[config.mk]
export PLATFORM = sky130hd
export DESIGN_NAME = ps2_key_ascii_decoder
export DESIGN_NICKNAME = d
export VERILOG_FILES = /design/src/rtl/ps2_ascii_pkg.sv /design/src/rtl/ascii_fifo.sv /design/src/rtl/ps2_key_ascii_decoder.sv
export SDC_FILE = /design/constraint.sdc
export NUM_CORES = 1
export LEC_CHECK = 0
export BUFFER_PORTS_ARGS = -buffer_cell sky130_fd_sc_hd__buf_2
export CAP_MARGIN = 20
export CORE_MARGIN = 2
export CORE_UTILIZATION = 55
export DETAILED_ROUTE_END_ITERATION = 10
export PLACE_DENSITY = 0.74
export SYNTH_ARGS = -nofsm -noshare
export SYNTH_HDL_FRONTEND = slang
export SYNTH_SLANG_ARGS = --single-unit
[constraint.sdc]
create_clock -name clk -period 6 [get_ports clk]
set_clock_uncertainty 0.05 [all_clocks]
set_input_delay 0 -clock clk [delete_from_list [all_inputs] [get_ports clk]]
set_output_delay 0 -clock clk [all_outputs]
set_load 0.01 [all_outputs]
[src/rtl/ps2_ascii_pkg.sv]
// rtl/ps2_ascii_pkg.sv - scancode constants and PS/2 set-2 to ASCII table
//
// Shared by the decoder and, later, by the filename-paste encoder so both
// directions use one table.
//   sc_to_ascii(code, shift) returns {hit, ascii[7:0]}; hit=0 means drop.

package ps2_ascii_pkg;

  localparam logic [7:0] SC_LSHIFT = 8'h12;
  localparam logic [7:0] SC_RSHIFT = 8'h59;
  localparam logic [7:0] SC_MINUS  = 8'h4E;
  localparam logic [7:0] SC_ENTER  = 8'h5A;
  localparam logic [7:0] SC_BKSP   = 8'h66;
  localparam logic [7:0] SC_SPACE  = 8'h29;
  localparam logic [7:0] SC_PERIOD = 8'h49;
  localparam logic [7:0] SC_AT     = 8'h54;

  localparam logic [7:0] ASCII_CR   = 8'h0D;
  localparam logic [7:0] ASCII_BS   = 8'h08;
  localparam logic [7:0] ASCII_SP   = 8'h20;
  localparam logic [7:0] ASCII_DASH = 8'h2D;
  localparam logic [7:0] ASCII_STAR = 8'h2A;

  // Letters ignore shift: the EG2000 keyboard only produces uppercase.
  function automatic logic [8:0] sc_to_ascii(input logic [7:0] code, input logic shift);
    logic [8:0] r;
    r = 9'h000;
    case (code)
      SC_SPACE:  r = {1'b1, ASCII_SP};
      SC_PERIOD: r = {1'b1, 8'h2E};
      SC_AT:     r = {1'b1, 8'h40};
      SC_ENTER:  r = {1'b1, ASCII_CR};
      SC_BKSP:   r = {1'b1, ASCII_BS};
      SC_MINUS:  r = {1'b1, shift ? ASCII_STAR : ASCII_DASH};
      // digits
      8'h45: r = {1'b1, 8'h30};
      8'h16: r = {1'b1, 8'h31};
      8'h1E: r = {1'b1, 8'h32};
      8'h26: r = {1'b1, 8'h33};
      8'h25: r = {1'b1, 8'h34};
      8'h2E: r = {1'b1, 8'h35};
      8'h36: r = {1'b1, 8'h36};
      8'h3D: r = {1'b1, 8'h37};
      8'h3E: r = {1'b1, 8'h38};
      8'h46: r = {1'b1, 8'h39};
      // letters
      8'h1C: r = {1'b1, 8'h41};
      8'h32: r = {1'b1, 8'h42};
      8'h21: r = {1'b1, 8'h43};
      8'h23: r = {1'b1, 8'h44};
      8'h24: r = {1'b1, 8'h45};
      8'h2B: r = {1'b1, 8'h46};
      8'h34: r = {1'b1, 8'h47};
      8'h33: r = {1'b1, 8'h48};
      8'h43: r = {1'b1, 8'h49};
      8'h3B: r = {1'b1, 8'h4A};
      8'h42: r = {1'b1, 8'h4B};
      8'h4B: r = {1'b1, 8'h4C};
      8'h3A: r = {1'b1, 8'h4D};
      8'h31: r = {1'b1, 8'h4E};
      8'h44: r = {1'b1, 8'h4F};
      8'h4D: r = {1'b1, 8'h50};
      8'h15: r = {1'b1, 8'h51};
      8'h2D: r = {1'b1, 8'h52};
      8'h1B: r = {1'b1, 8'h53};
      8'h2C: r = {1'b1, 8'h54};
      8'h3C: r = {1'b1, 8'h55};
      8'h2A: r = {1'b1, 8'h56};
      8'h1D: r = {1'b1, 8'h57};
      8'h22: r = {1'b1, 8'h58};
      8'h35: r = {1'b1, 8'h59};
      8'h1A: r = {1'b1, 8'h5A};
      default: r = 9'h000;
    endcase
    return r;
  endfunction

endpackage

[src/rtl/ascii_fifo.sv]
// rtl/ascii_fifo.sv - show-ahead synchronous character FIFO
//
// Ports:
//   clk, reset        clock, synchronous active-high reset
//   wr_en, wr_data    push request and character
//   rd_en             pop request (ignored when empty)
//   rd_data           head entry, 8'h00 when empty
//   count/full/empty  occupancy
// A push while full succeeds only when a pop happens on the same edge.

module ascii_fifo #(
  parameter int FIFO_DEPTH = 8
) (
  input  logic                          clk,
  input  logic                          reset,
  input  logic                          wr_en,
  input  logic [7:0]                    wr_data,
  input  logic                          rd_en,
  output logic [7:0]                    rd_data,
  output logic [$clog2(FIFO_DEPTH):0]   count,
  output logic                          full,
  output logic                          empty
);

  localparam int AW = $clog2(FIFO_DEPTH);

  if ((FIFO_DEPTH < 2) || ((FIFO_DEPTH & (FIFO_DEPTH - 1)) != 0)) begin : g_bad_depth
    $error("ascii_fifo: FIFO_DEPTH must be a power of two >= 2");
  end

  logic [7:0]    mem [FIFO_DEPTH];
  logic [AW-1:0] wr_ptr;
  logic [AW-1:0] rd_ptr;
  logic          do_wr;
  logic          do_rd;

  assign full  = (count == (AW+1)'(FIFO_DEPTH));
  assign empty = (count == '0);

  assign do_rd = rd_en && !empty;
  assign do_wr = wr_en && (!full || do_rd);

  // No bypass: an empty FIFO shows zero even while a write is in flight.
  assign rd_data = empty ? 8'h00 : mem[rd_ptr];

  // Power-of-two depth lets the pointers wrap by plain overflow.
  always_ff @(posedge clk) begin
    if (reset) begin
      wr_ptr <= '0;
      rd_ptr <= '0;
      count  <= '0;
    end else begin
      if (do_wr) wr_ptr <= wr_ptr + 1'b1;
      if (do_rd) rd_ptr <= rd_ptr + 1'b1;
      case ({do_wr, do_rd})
        2'b10:   count <= count + 1'b1;
        2'b01:   count <= count - 1'b1;
        default: count <= count;
      endcase
    end
  end

  always_ff @(posedge clk) begin
    if (do_wr) mem[wr_ptr] <= wr_data;
  end

endmodule

[src/rtl/ps2_key_ascii_decoder.sv]
// rtl/ps2_key_ascii_decoder.sv - MiSTer ps2_key event stream to buffered ASCII
//
// Ports:
//   clk, reset   clk_sys, synchronous active-high reset
//   ps2_key      [10] toggle, [9] pressed, [8] extended, [7:0] scancode
//   ascii/valid  FIFO head and not-empty; consumed when valid & ready
//   ready        consumer accept
//   shift_held   either shift key currently held
//   overflow     sticky: a character was lost to a full FIFO
//   fifo_count   current FIFO occupancy

module ps2_key_ascii_decoder
  import ps2_ascii_pkg::*;
#(
  parameter int FIFO_DEPTH = 8
) (
  input  logic                         clk,
  input  logic                         reset,
  input  logic [10:0]                  ps2_key,
  output logic [7:0]                   ascii,
  output logic                         valid,
  input  logic                         ready,
  output logic                         shift_held,
  output logic                         overflow,
  output logic [$clog2(FIFO_DEPTH):0]  fifo_count
);

  logic       old_toggle;
  logic       lshift;
  logic       rshift;
  logic       push_q;
  logic [7:0] char_q;
  logic       key_event;
  logic       key_pressed;
  logic       key_ext;
  logic [7:0] key_code;
  logic [8:0] lookup;
  logic       pop;
  logic       fifo_full;
  logic       fifo_empty;

  assign key_event   = ps2_key[10] ^ old_toggle;
  assign key_pressed = ps2_key[9];
  assign key_ext     = ps2_key[8];
  assign key_code    = ps2_key[7:0];

  // Shift is the registered state, so a key arriving the cycle after a
  // shift press already sees it.
  assign shift_held = lshift | rshift;
  assign lookup     = sc_to_ascii(key_code, shift_held);

  assign valid = !fifo_empty;
  assign pop   = valid && ready;

  always_ff @(posedge clk) begin
    if (reset) begin
      // Track the live toggle so a toggle pending across reset is swallowed.
      old_toggle <= ps2_key[10];
      lshift     <= 1'b0;
      rshift     <= 1'b0;
      push_q     <= 1'b0;
      char_q     <= 8'h00;
      overflow   <= 1'b0;
    end else begin
      old_toggle <= ps2_key[10];
      push_q     <= 1'b0;
      if (key_event && !key_ext) begin
        if (key_code == SC_LSHIFT) begin
          lshift <= key_pressed;
        end else if (key_code == SC_RSHIFT) begin
          rshift <= key_pressed;
        end else if (key_pressed) begin
          push_q <= lookup[8];
          char_q <= lookup[7:0];
        end
      end
      if (push_q && fifo_full && !pop) overflow <= 1'b1;
    end
  end

  ascii_fifo #(
    .FIFO_DEPTH(FIFO_DEPTH)
  ) u_fifo (
    .clk     (clk),
    .reset   (reset),
    .wr_en   (push_q),
    .wr_data (char_q),
    .rd_en   (pop),
    .rd_data (ascii),
    .count   (fifo_count),
    .full    (fifo_full),
    .empty   (fifo_empty)
  );

endmodule

==> impl_results.md <==
- Status: complete, no violations
- Hold crit path type: input pin to register
- Vias in the first global route: 2742
- Final instance area: about 4500 um2
- Crit path DAT: ~2300 ps
- Pre-antenna DRT Iters: 4
- #FFs+latches synth: 81
- NumNets Final: between 300 and 400
- Pins Over Slew Limit: 0
- Synth Flop Type: edfxtp_1
- DP Area: 4230 um2
- WP data required: between 5000 and 6000 ps
- Max VDD drop: around 0.12 mV
- Cell variety after synth: 62
- Initial DRC Count: around 240
- GR Util All Layers: 0.219
- CTS tree: done
- Syn nets: approximately 370
- Slew at the pin closest to its max-slew limit: between 1000 and 1500 ps
- Crit. End Element: register
- WHS: slightly below 90 ps
- DRC violations left: 0
- Initial Util: 0.568
- Mapped Avg Cell Area: 11.6 um2
- I/O Buffers: 27
- # clock sinks: a little over 80
- Fmax: between 400 and 500 MHz
- Die X: 90.5 um
- Clock-pin slew on the worst setup and hold paths: about 80 ps
- Ant diodes: 0
- Top-count cell post-synth: edfxtp_1
- Largest net degree at the start of global routing: 30
- PD cells: ~260 nW/um2
- Share of cells above drive strength 1: 0.172
- P_int: 0.895 mW
- TNS Setup: 0 ps
- Tmin final: ~2400 ps
- Post-CTS resize count: 0
- Startpoint types: register
- Number of synthesized flops with an enable pin: 56
- Logic pwr share: 0.120
- Clk pwr share: 0.348
- Via density: ~6.1
- Register area share after synthesis: 0.530
- Final hold violations: 0
- Cell Rows: 31
- Vias: ~2900
- DIE HEIGHT: 90.5 um
- Synth top cells by count: edfxtp_1, nor2_1, dfxtp_1, nand2_1
- Area contributors post-synth: edfxtp_1, dfxtp_1, mux4_2, nor2_1, mux2i_1
- CP Max Fanout: 8
- WL/cell: approximately 18 um
- Post-Syn Area: approximately 4100 um2
- Setup Buffers After CTS: 0
- Net Sw Frac: 0.237
- Htree depth: 3
- Setup-failing EPs final: 0
- CTS Buf Count: 9
- Overflow after GRT: 0
- Final WL: 8440 um
- Gpl congestion: 0.882
- Core area: 7250 um2
- P_leak: 1.49 nW
- HPWL Detailed: ~6000 um
- Slew headroom: 0.270
- Flop pwr share: 0.532
- Top-area cell type share of the netlist area: 0.409
- Leading area contributor after synthesis: edfxtp_1
- RSZ-0062 raised after global routing: no
- Clock Latency Late Sink: between 300 and 400 ps
- Synth-to-Final Area Change: 9.27%
- Final Core Density: 0.620
- IO Pins: 29
- First-pass GRT wire length: roughly 14000 um
- Max_cap viols: 0
- Routed Antenna Nets: 0
- Yosys warning count: 0
- Fraction of registers with async set/reset: 0
- Critical path class: register to register
- Initial antenna violation count: 0
- Die footprint: approximately 8000 um2
- Cells after synthesis: about 350
- Clock root buffer: clkbuf_8
- Final Cycle Share: 0.406
- Psw: 0.279 mW
- CTS Buffer Depth: 2
cell type report:
class / instances / area, um2
Multi-Input combinational cell: 236 / 1760
Sequential cell: 81 / 2180
Tap cell: 99 / 124
Clock buffer: 13 / 170
Inverter: 8 / 30.0
Clock inverter: 3 / 46.3
Fill cell: 574 / 2760
Timing Repair Buffer: 32 / 185
flip-flops by register name, indices dropped and copies added (netlist names), named ones only:
| register | cells |
|---|---|
| old_toggle | 1 |
| char_q | 7 |
| push_q | 1 |
| overflow | 1 |
| lshift | 1 |
| u_fifo.mem | 56 |
| u_fifo.wr_ptr | 3 |
| u_fifo.count | 4 |
| u_fifo.rd_ptr | 3 |
| rshift | 1 |
worst paths after layout:
kind                   startpoint               end  slack (ps)  cells after the start
hold reg to reg          overflow          overflow         420                      2
setup / recovery  u_fifo.count[1]  u_fifo.mem[1][3]        3570                      5
hold / removal         ps2_key[8]            rshift          90                      6
setup reg to reg  u_fifo.count[1]  u_fifo.mem[1][3]        3570                      5
repair_timing:
item,in CTS,in global routing
endpoints found under the setup margin,0,0
hold buffers,5,0
hold endpoints to repair,13,0
per-layer routing:
layer,global-route usage,share of wire,wire length (um)
met5,0,0,0
met1,0.288,0.40,3390
met2,0.361,0.51,4290
met3,0.0442,0.070,592
met4,0.0821,0.020,171
layout by cell type (no fill, tap or decap), drive strengths merged, types with 3 or more instances in the layout:
cell,instances
a21oi,11
ha,3
clkbuf,13
o41ai,3
nor2b,5
a211oi,5
mux2i,14
nor4,5
nor2,48
nor4b,4
dfxtp,25
o21ai,5
dlygate4sd3,5
and3,3
and2,3
nand2,16
nand3,8
nand2b,8
nor3,14
mux4,14
xnor2,5
a311oi,5
o211ai,4
inv,8
a31oi,3
a32oi,5
edfxtp,56
buf,27
xor2,5
nand4,4
nor3b,4
worst max-delay path: stages, from the launching register on:
cell and delay, ps:
dfxtp_1 520, nor3_1 100, nand3_1 110, and2_1 270
nand2_1 150, nor3_1 850
power groups by stage:
stage | Clock (mW) | Combinational [mW] | Sequential [mW]
floorplan | 0 | 0.110 | 0.627
global placement | 0 | 0.134 | 0.637
global route | 0.439 | 0.154 | 0.628
CTS | 0.420 | 0.140 | 0.625
detailed placement | 0 | 0.137 | 0.638
finish | 0.409 | 0.140 | 0.624
metrics by stage:
stage                     cells  power, mW  setup WS, ps
after floorplan             354      0.736          3720
after global placement      451      0.771          3700
after detailed placement    451      0.775          3570
after CTS                   472       1.18          3550
after global routing        472       1.22          3400
final                       472       1.17          3570
kinds of logic (layout without fill, tap and decap cells):
group	Yosys count	after routing	share of synthesized area
other	1	1	0.000911
xor gates and xnor gates	10	10	0.0213
adders and majority gates	3	3	0.00912
buffers and inverters	37	56	0.0423
AOI/OAI and AO/OA	58	58	0.105
muxes	28	28	0.111
DFF	81	81	0.530
and+or+nand+nor	136	136	0.181
(Power assumes the default switching activity.)
